$ cat src/rtl/serial_subtractor.sv
// Bit-serial unsigned subtractor D = A - B, LSB first, one bit per clock.
// Optional macro SERSUB_OVERFLOW_EN adds a registered signed-overflow flag (ovf).
module serial_subtractor #(
    parameter int WIDTH = 4
) (
    input  logic             clk,
    input  logic             rst,
    input  logic             in_valid,
    output logic             in_ready,
    input  logic [WIDTH-1:0] A,
    input  logic [WIDTH-1:0] B,
    output logic             out_valid,
    input  logic             out_ready,
    output logic [WIDTH:0]   D,
`ifdef SERSUB_OVERFLOW_EN
    output logic             ovf,
`endif
    output logic             busy
);

    localparam int CW = (WIDTH > 2) ? $clog2(WIDTH) : 1;
    localparam logic [CW-1:0] LAST_BIT = CW'(WIDTH - 1);

    typedef enum logic [1:0] {
        IDLE = 2'd0,
        RUN  = 2'd1,
        DONE = 2'd2
    } state_t;

    state_t           state_q, state_d;
    logic [WIDTH-1:0] a_sh_q, a_sh_d;
    logic [WIDTH-1:0] b_sh_q, b_sh_d;
    logic [WIDTH-1:0] res_q, res_d;
    logic             borrow_q, borrow_d;
    logic [CW-1:0]    cnt_q, cnt_d;
    logic [WIDTH:0]   d_q, d_d;
    logic             in_ready_q, in_ready_d;
    logic             out_valid_q, out_valid_d;
    logic             busy_q, busy_d;
`ifdef SERSUB_OVERFLOW_EN
    logic             a_sign_q, a_sign_d;
    logic             b_sign_q, b_sign_d;
    logic             ovf_q, ovf_d;
`endif

    logic a_bit, b_bit, diff_bit, borrow_nx;
    logic accept, drain;

    // One full-subtractor cell working on the current LSBs.
    always_comb begin
        a_bit     = a_sh_q[0];
        b_bit     = b_sh_q[0];
        diff_bit  = a_bit ^ b_bit ^ borrow_q;
        borrow_nx = (~a_bit & b_bit) | (~(a_bit ^ b_bit) & borrow_q);
    end

    assign accept = in_valid && in_ready_q && (state_q == IDLE);
    assign drain  = out_valid_q && out_ready;

    always_comb begin
        state_d  = state_q;
        a_sh_d   = a_sh_q;
        b_sh_d   = b_sh_q;
        res_d    = res_q;
        borrow_d = borrow_q;
        cnt_d    = cnt_q;
        d_d      = d_q;
`ifdef SERSUB_OVERFLOW_EN
        a_sign_d = a_sign_q;
        b_sign_d = b_sign_q;
        ovf_d    = ovf_q;
`endif
        case (state_q)
            IDLE: begin
                if (accept) begin
                    a_sh_d   = A;
                    b_sh_d   = B;
                    borrow_d = 1'b0;
                    cnt_d    = '0;
`ifdef SERSUB_OVERFLOW_EN
                    a_sign_d = A[WIDTH-1];
                    b_sign_d = B[WIDTH-1];
`endif
                    state_d  = RUN;
                end
            end
            RUN: begin
                res_d    = {diff_bit, res_q[WIDTH-1:1]};
                a_sh_d   = a_sh_q >> 1;
                b_sh_d   = b_sh_q >> 1;
                borrow_d = borrow_nx;
                cnt_d    = cnt_q + CW'(1);
                if (cnt_q == LAST_BIT) begin
                    d_d     = {borrow_nx, diff_bit, res_q[WIDTH-1:1]};
`ifdef SERSUB_OVERFLOW_EN
                    // diff_bit here is the result sign bit.
                    ovf_d   = (a_sign_q != b_sign_q) && (diff_bit != a_sign_q);
`endif
                    state_d = DONE;
                end
            end
            DONE: begin
                if (drain) begin
                    state_d = IDLE;
                end
            end
            default: state_d = IDLE;
        endcase

        // Handshake outputs are registered off the current state, which gives
        // the one-cycle bubble after drain and the extra output cycle after RUN.
        in_ready_d  = (state_q == IDLE) && !accept;
        busy_d      = (state_q == RUN);
        out_valid_d = (state_q == DONE) && !drain;
    end

    always_ff @(posedge clk) begin
        if (rst) begin
            state_q     <= IDLE;
            a_sh_q      <= '0;
            b_sh_q      <= '0;
            res_q       <= '0;
            borrow_q    <= 1'b0;
            cnt_q       <= '0;
            d_q         <= '0;
            in_ready_q  <= 1'b1;
            out_valid_q <= 1'b0;
            busy_q      <= 1'b0;
`ifdef SERSUB_OVERFLOW_EN
            a_sign_q    <= 1'b0;
            b_sign_q    <= 1'b0;
            ovf_q       <= 1'b0;
`endif
        end else begin
            state_q     <= state_d;
            a_sh_q      <= a_sh_d;
            b_sh_q      <= b_sh_d;
            res_q       <= res_d;
            borrow_q    <= borrow_d;
            cnt_q       <= cnt_d;
            d_q         <= d_d;
            in_ready_q  <= in_ready_d;
            out_valid_q <= out_valid_d;
            busy_q      <= busy_d;
`ifdef SERSUB_OVERFLOW_EN
            a_sign_q    <= a_sign_d;
            b_sign_q    <= b_sign_d;
            ovf_q       <= ovf_d;
`endif
        end
    end

    assign in_ready  = in_ready_q;
    assign out_valid = out_valid_q;
    assign busy      = busy_q;
    assign D         = d_q;
`ifdef SERSUB_OVERFLOW_EN
    assign ovf       = ovf_q;
`endif

endmodule

$ cat config.mk
export PLATFORM = sky130hd
export DESIGN_NAME = serial_subtractor
export DESIGN_NICKNAME = d
export VERILOG_FILES = /design/src/rtl/serial_subtractor.sv
export SDC_FILE = /design/constraint.sdc
export NUM_CORES = 1
export LEC_CHECK = 0
export ABC_AREA = 1
export BUFFER_PORTS_ARGS = -buffer_cell sky130_fd_sc_hd__buf_2
export CORE_MARGIN = 4
export CORE_UTILIZATION = 40
export CTS_CLUSTER_DIAMETER = 120
export DETAILED_ROUTE_END_ITERATION = 10
export GPL_TIMING_DRIVEN = 0
export HOLD_SLACK_MARGIN = 0.05
export PLACE_DENSITY = 0.6
export SYNTH_ARGS = -nofsm -noshare
export SYNTH_HDL_FRONTEND = slang
export SYNTH_SLANG_ARGS = --single-unit
$ cat constraint.sdc
create_clock -name clk -period 1.3 [get_ports clk]
set_input_delay 0.13 -clock clk [delete_from_list [all_inputs] [get_ports clk]]
set_output_delay 0.13 -clock clk [all_outputs]
set_load 0.02 [all_outputs]
; Word level (Yosys, flattened, before mapping)
; Cells that the tools add are included.
[totals]
regBits = 25
input_bits = 12
output_inout_bits = 8
wordCells = 48
[op_classes]
addsub = 1
eq_ne = 6
mux = 12
bitwise = 7
reduce_logical = 12
[ops]
columns = operator, count
row1 = $pmux W4 S2, 2
row2 = $mux W2, 4
row3 = $mux W4, 2
row4 = $pmux W2 S3, 1
row5 = $logic_and A1 B1 Y1, 5
row6 = $eq A2 B2 Y1 const B, 2
row7 = $ne A2 B2 Y1 const B, 2
row8 = $pmux W2 S2, 1
row9 = $reduce_and A2 Y1, 2
row10 = $reduce_and A3 Y1, 1
row11 = $add A2 B1 Y2 const B, 1
row12 = $and A1 B1 Y1, 2
row13 = $eq A2 B1 Y1 const B, 1
row14 = $logic_not A1 Y1, 2
row15 = $logic_not A2 Y1, 1
row16 = $ne A2 B1 Y1 const B, 1
row17 = $not A1 Y1, 2
row18 = $pmux W1 S2, 1
row19 = $reduce_bool A2 Y1, 1
row20 = $xor A1 B1 Y1, 2
row21 = $mux W1, 1
row22 = $or A1 B1 Y1, 1

; Logic depth before layout (Yosys ltp)
[logic_depth]
ltp_word = 5
depth_mapped = 7
mapped_depth_nobuf = 6

; Worst setup path after synthesis
; No wires, ideal clock.
[synth_path]
kind = register to register
startpoint = reg b_sh_q[0]
endpoint = reg res_q[3]
setup_time_ps = 116
arrival_time_ps = 992
required_ps = 1184
slack_ps = 193
stages_incl_launch_ff = 5
path_buffers = 0
period_less_slack_ps = 1107
path_cell_list = dfxtp_1 > inv_1 > fa_1 > o21ai_0 > nor2_1
[synth_between]
elab_chain_len = 2
[synth_rtl]
columns = item, line_no
row1 = from (decl), 32  ; logic [WIDTH-1:0] b_sh_q, b_sh_d;
row2 = from (signal assigned), 137  ; b_sh_q <= b_sh_d;
row3 = $xor A1 B1 Y1 (2 in series), 53  ; diff_bit = a_bit ^ b_bit ^ borrow_q;
row4 = named net diff_bit, 46  ; logic a_bit, b_bit, diff_bit, borrow_nx;
row5 = to (signal assigned), 138  ; res_q <= res_d;
row6 = to (decl), 33  ; logic [WIDTH-1:0] res_q, res_d;
; The timed path passes the listed nets, and every way through them passes these cells.
; A chain may end at the register's enable or synchronous reset.

; Final worst setup path
; Same ends and word-level chain as after synthesis.

==> results.py <==
metrics = {
    "run_status": {
        "status": "finished, final reports clean",
    },
    "layout": {
        "postLayoutCellArea_mm2": 0.001255,
        "nFillCells": 283,
        "area_growth_pct": 17.04,
        "num_antenna_cells": 0,
        "final_nets": 181,
        "final_layout_size_suffix_gt1_frac": 0.2229,
        "fin_cells": 196,
    },
    "run": {
        "drv_cap": 0,
    },
    "power_and_ir_drop": {
        "ir_worst_vdd_v": 0.0008428,
        "p_sw_frac": 0.2807,
        "power-per-cell-area_mw_per_mm2": 1188,
        "combinationalPowerShare": 0.190,
        "seqPwrFrac": 0.545,
        "internal_power_mw": 1.072,
        "pwr-share-clk": 0.265,
        "power.switching_mw": 0.4183,
        "p_leak_nw": 0.6141,
    },
    "logic_synthesis": {
        "ys_seq_elements": 24,
        "ys_seq_area_frac": 0.4481,
        "synth.cell_area_mm2": 0.001072,
        "ys_types": 24,
        "synth_area_leaders": "dfxtp_1 (45%), nand2_1 (12%), nor2_1 (8.8%)",
        "syn-num-nets": 156,
        "syn_inst": 142,
        "yosysTopAreaCell": "dfxtp_1",
        "netlist.area_leader.share": 0.4481,
        "syn_avg_cell_area_um2": 7.551,
        "yosys_warnings": 0,
    },
    "routing": {
        "wl_met1_um": 1033,
        "wire_per_inst_um": 11.13,
        "vias_per_cell": 4.740,
        "highest_layer": "met4",
        "vias": 929,
        "ant_nets": 0,
        "dr.pass1.iters": 4,
        "wl_met2_um": 1011,
        "wl_met3_um": 117,
        "dr.first_iter.drc_count": 14,
        "drc": 0,
        "routed_wl_um": 2181,
    },
    "setup_path": {
        "path_cells": "inv_1 -> fa_1 -> o21ai_0 -> nor2_1",
        "critPathBufInv": 1,
        "critPathSlowestCell": "fa_1",
        "max_stage_delay_ps": 480,
        "arrival_ps": 1430,
        "criticalPathCategory": "reg -> reg",
        "crit_fanout": 2,
        "path_delay_family": "adder cells",
        "critPathRequiredTime_ps": 1520,
        "crit_path_end_kind": "flip-flop",
        "worstSetupStartpointType": "flip-flop",
    },
    "sta": {
        "slew_violations": 0,
        "fin_worst_skew_ps": 2.680,
        "tns_ps": 0,
        "max-slew-margin-rel": 0.8078,
        "rsz0062_at_grt": "false",
        "fin_crit_sh": 0.9301,
        "timing.fmax_mhz": 827.1,
        "hold_viol_final": 0,
        "setup_viol": 0,
        "tightestPinTransition_ps": 288.0,
        "setup_ws_ps": 90.92,
        "fin_crit_ps": 1209,
    },
    "die": {
        "dieWidth_um": 59.78,
        "core.rowCount": 18,
        "dieArea_mm2": 0.003573,
        "die_y_um": 59.78,
        "core_mm2": 0.002522,
        "initial_core_util": 0.4251,
        "ios": 20,
    },
    "global_route": {
        "grt_max_degree": 14,
        "overflow": 0,
        "grt_pass1_wl_um": 3650,
        "grt_use_total": 0.1311,
        "grt_pass1_vias": 850,
        "antenna_found_initial": 0,
    },
    "clock_network": {
        "clkLatencyLatePin_ps": 310,
        "numClockSinks": 24,
        "htreeDepth": 1,
        "numCtsBuffers": 3,
        "clock_tree.buffer_depth": 2,
        "cts_tree": "done",
        "cts.reportedPaths.clkPinSlew_ps": 130,
        "cts-root-buf": "clkbuf_4",
        "post-cts-setup-buffer-count": 0,
    },
    "placement": {
        "port_buffers": 19,
        "place_ws_ps": 106.2,
        "post-dp-hpwl_um": 1610,
        "dp_cells": 191,
        "placed_cell_area_mm2": 0.001205,
        "gp_congestion": 0.7390,
    },
    "worst_hold_path": {
        "hp-class": "in -> reg",
    },
}
[registers in the layout (all words and copies together) (netlist names)]
name,cells
D,5
a_sh_q,4
b_sh_q,4
borrow_q,1
busy,1
cnt_q,2
in_ready,1
out_valid,1
res_q,3
state_q,2
[layout by cell type, fill, tap and decap left out, drive strengths merged, types with 4 or more instances in the layout]
master,count
nand2,36
nor2,28
dfxtp,24
buf,22
nand3,16
inv,15
o21ai,9
a21oi,5
clkbuf,4
[worst reg2reg max path, stage by stage (launching register included)]
cell and delay (ps):
dfxtp_1 340, inv_1 60, fa_1 480, o21ai_0 190
nor2_1 50
[metal layers]
layer / up-vias / GRT usage
li1: 491 / -
met1: 421 / 0.1632
met2: 15 / 0.2253
met3: 2 / 0.04104
met4: 0 / 0.01899
met5: - / 0
[cells in the mapped netlist, drive strengths merged]
cell / n
clkinv: 1
dfxtp: 24
nor2: 28
o21ai: 9
inv: 15
o22ai: 1
ha: 1
buf: 3
nand3: 16
fa: 1
nand4: 1
nand2: 36
a21o: 1
a21oi: 5
[worst paths after layout]
check,from,end,slack [ps],cells past startpoint
worst max-delay path,b_sh_q[0],res_q[3],90,4
worst min-delay path,A[3],a_sh_q[3],70,3
worst max register to register,b_sh_q[0],res_q[3],90,4
worst min register to register,D[3],D[3],470,2
[power groups by stage]
| stage | clock (mW) | sequential [mW] | combinational (mW) |
|---|---|---|---|
| 2_1_floorplan | 0 | 0.831 | 0.206 |
| 3_3_place_gp | 0 | 0.828 | 0.276 |
| 3_5_place_dp | 0 | 0.830 | 0.281 |
| 4_1_cts | 0.406 | 0.813 | 0.285 |
| 5_1_grt | 0.434 | 0.819 | 0.318 |
| 6_report | 0.395 | 0.813 | 0.283 |
[repair_timing]
action / 4_1_cts / 5_1_grt
hold endpoints to repair: 3 / 0
resized for setup: 0 / 1
setup endpoints to repair: 0 / 9
hold buffers: 1 / 0
[cell type report]
cell class              instances  area, um2  area share
clock buffers                   4      36.28     0.02891
multi-input cells              99      493.0      0.3928
flip-flops and latches         24      480.5      0.3829
plain buffers                   3      36.28     0.02891
inverters                      16      66.31     0.05284
well taps                      30      37.54     0.02991
repair buffers                 20      105.1     0.08375
[stage by stage]
stage,power [mW],hold WS (ps),utilization
floorplan,1.037,199.1,-
global placement,1.103,385.7,0.4777
global route,1.571,77.50,0.4975
CTS,1.505,65.12,0.4960
detailed placement,1.112,391.9,0.4777
finish,1.490,68.08,0.4975
[kinds of logic (layout without fill, tap and decap cells)]
| kind of cell | count (synthesis) | after routing | synth area share |
|---|---|---|---|
| AOI/OAI and AO/OA | 16 | 16 | 0.07935 |
| buffers and inverters | 19 | 43 | 0.09218 |
| DFF | 24 | 24 | 0.4481 |
| and+or+nand+nor | 81 | 81 | 0.3501 |
| adders and majority gates | 2 | 2 | 0.03034 |
Note: power is estimated with default switching activity, not from simulation.
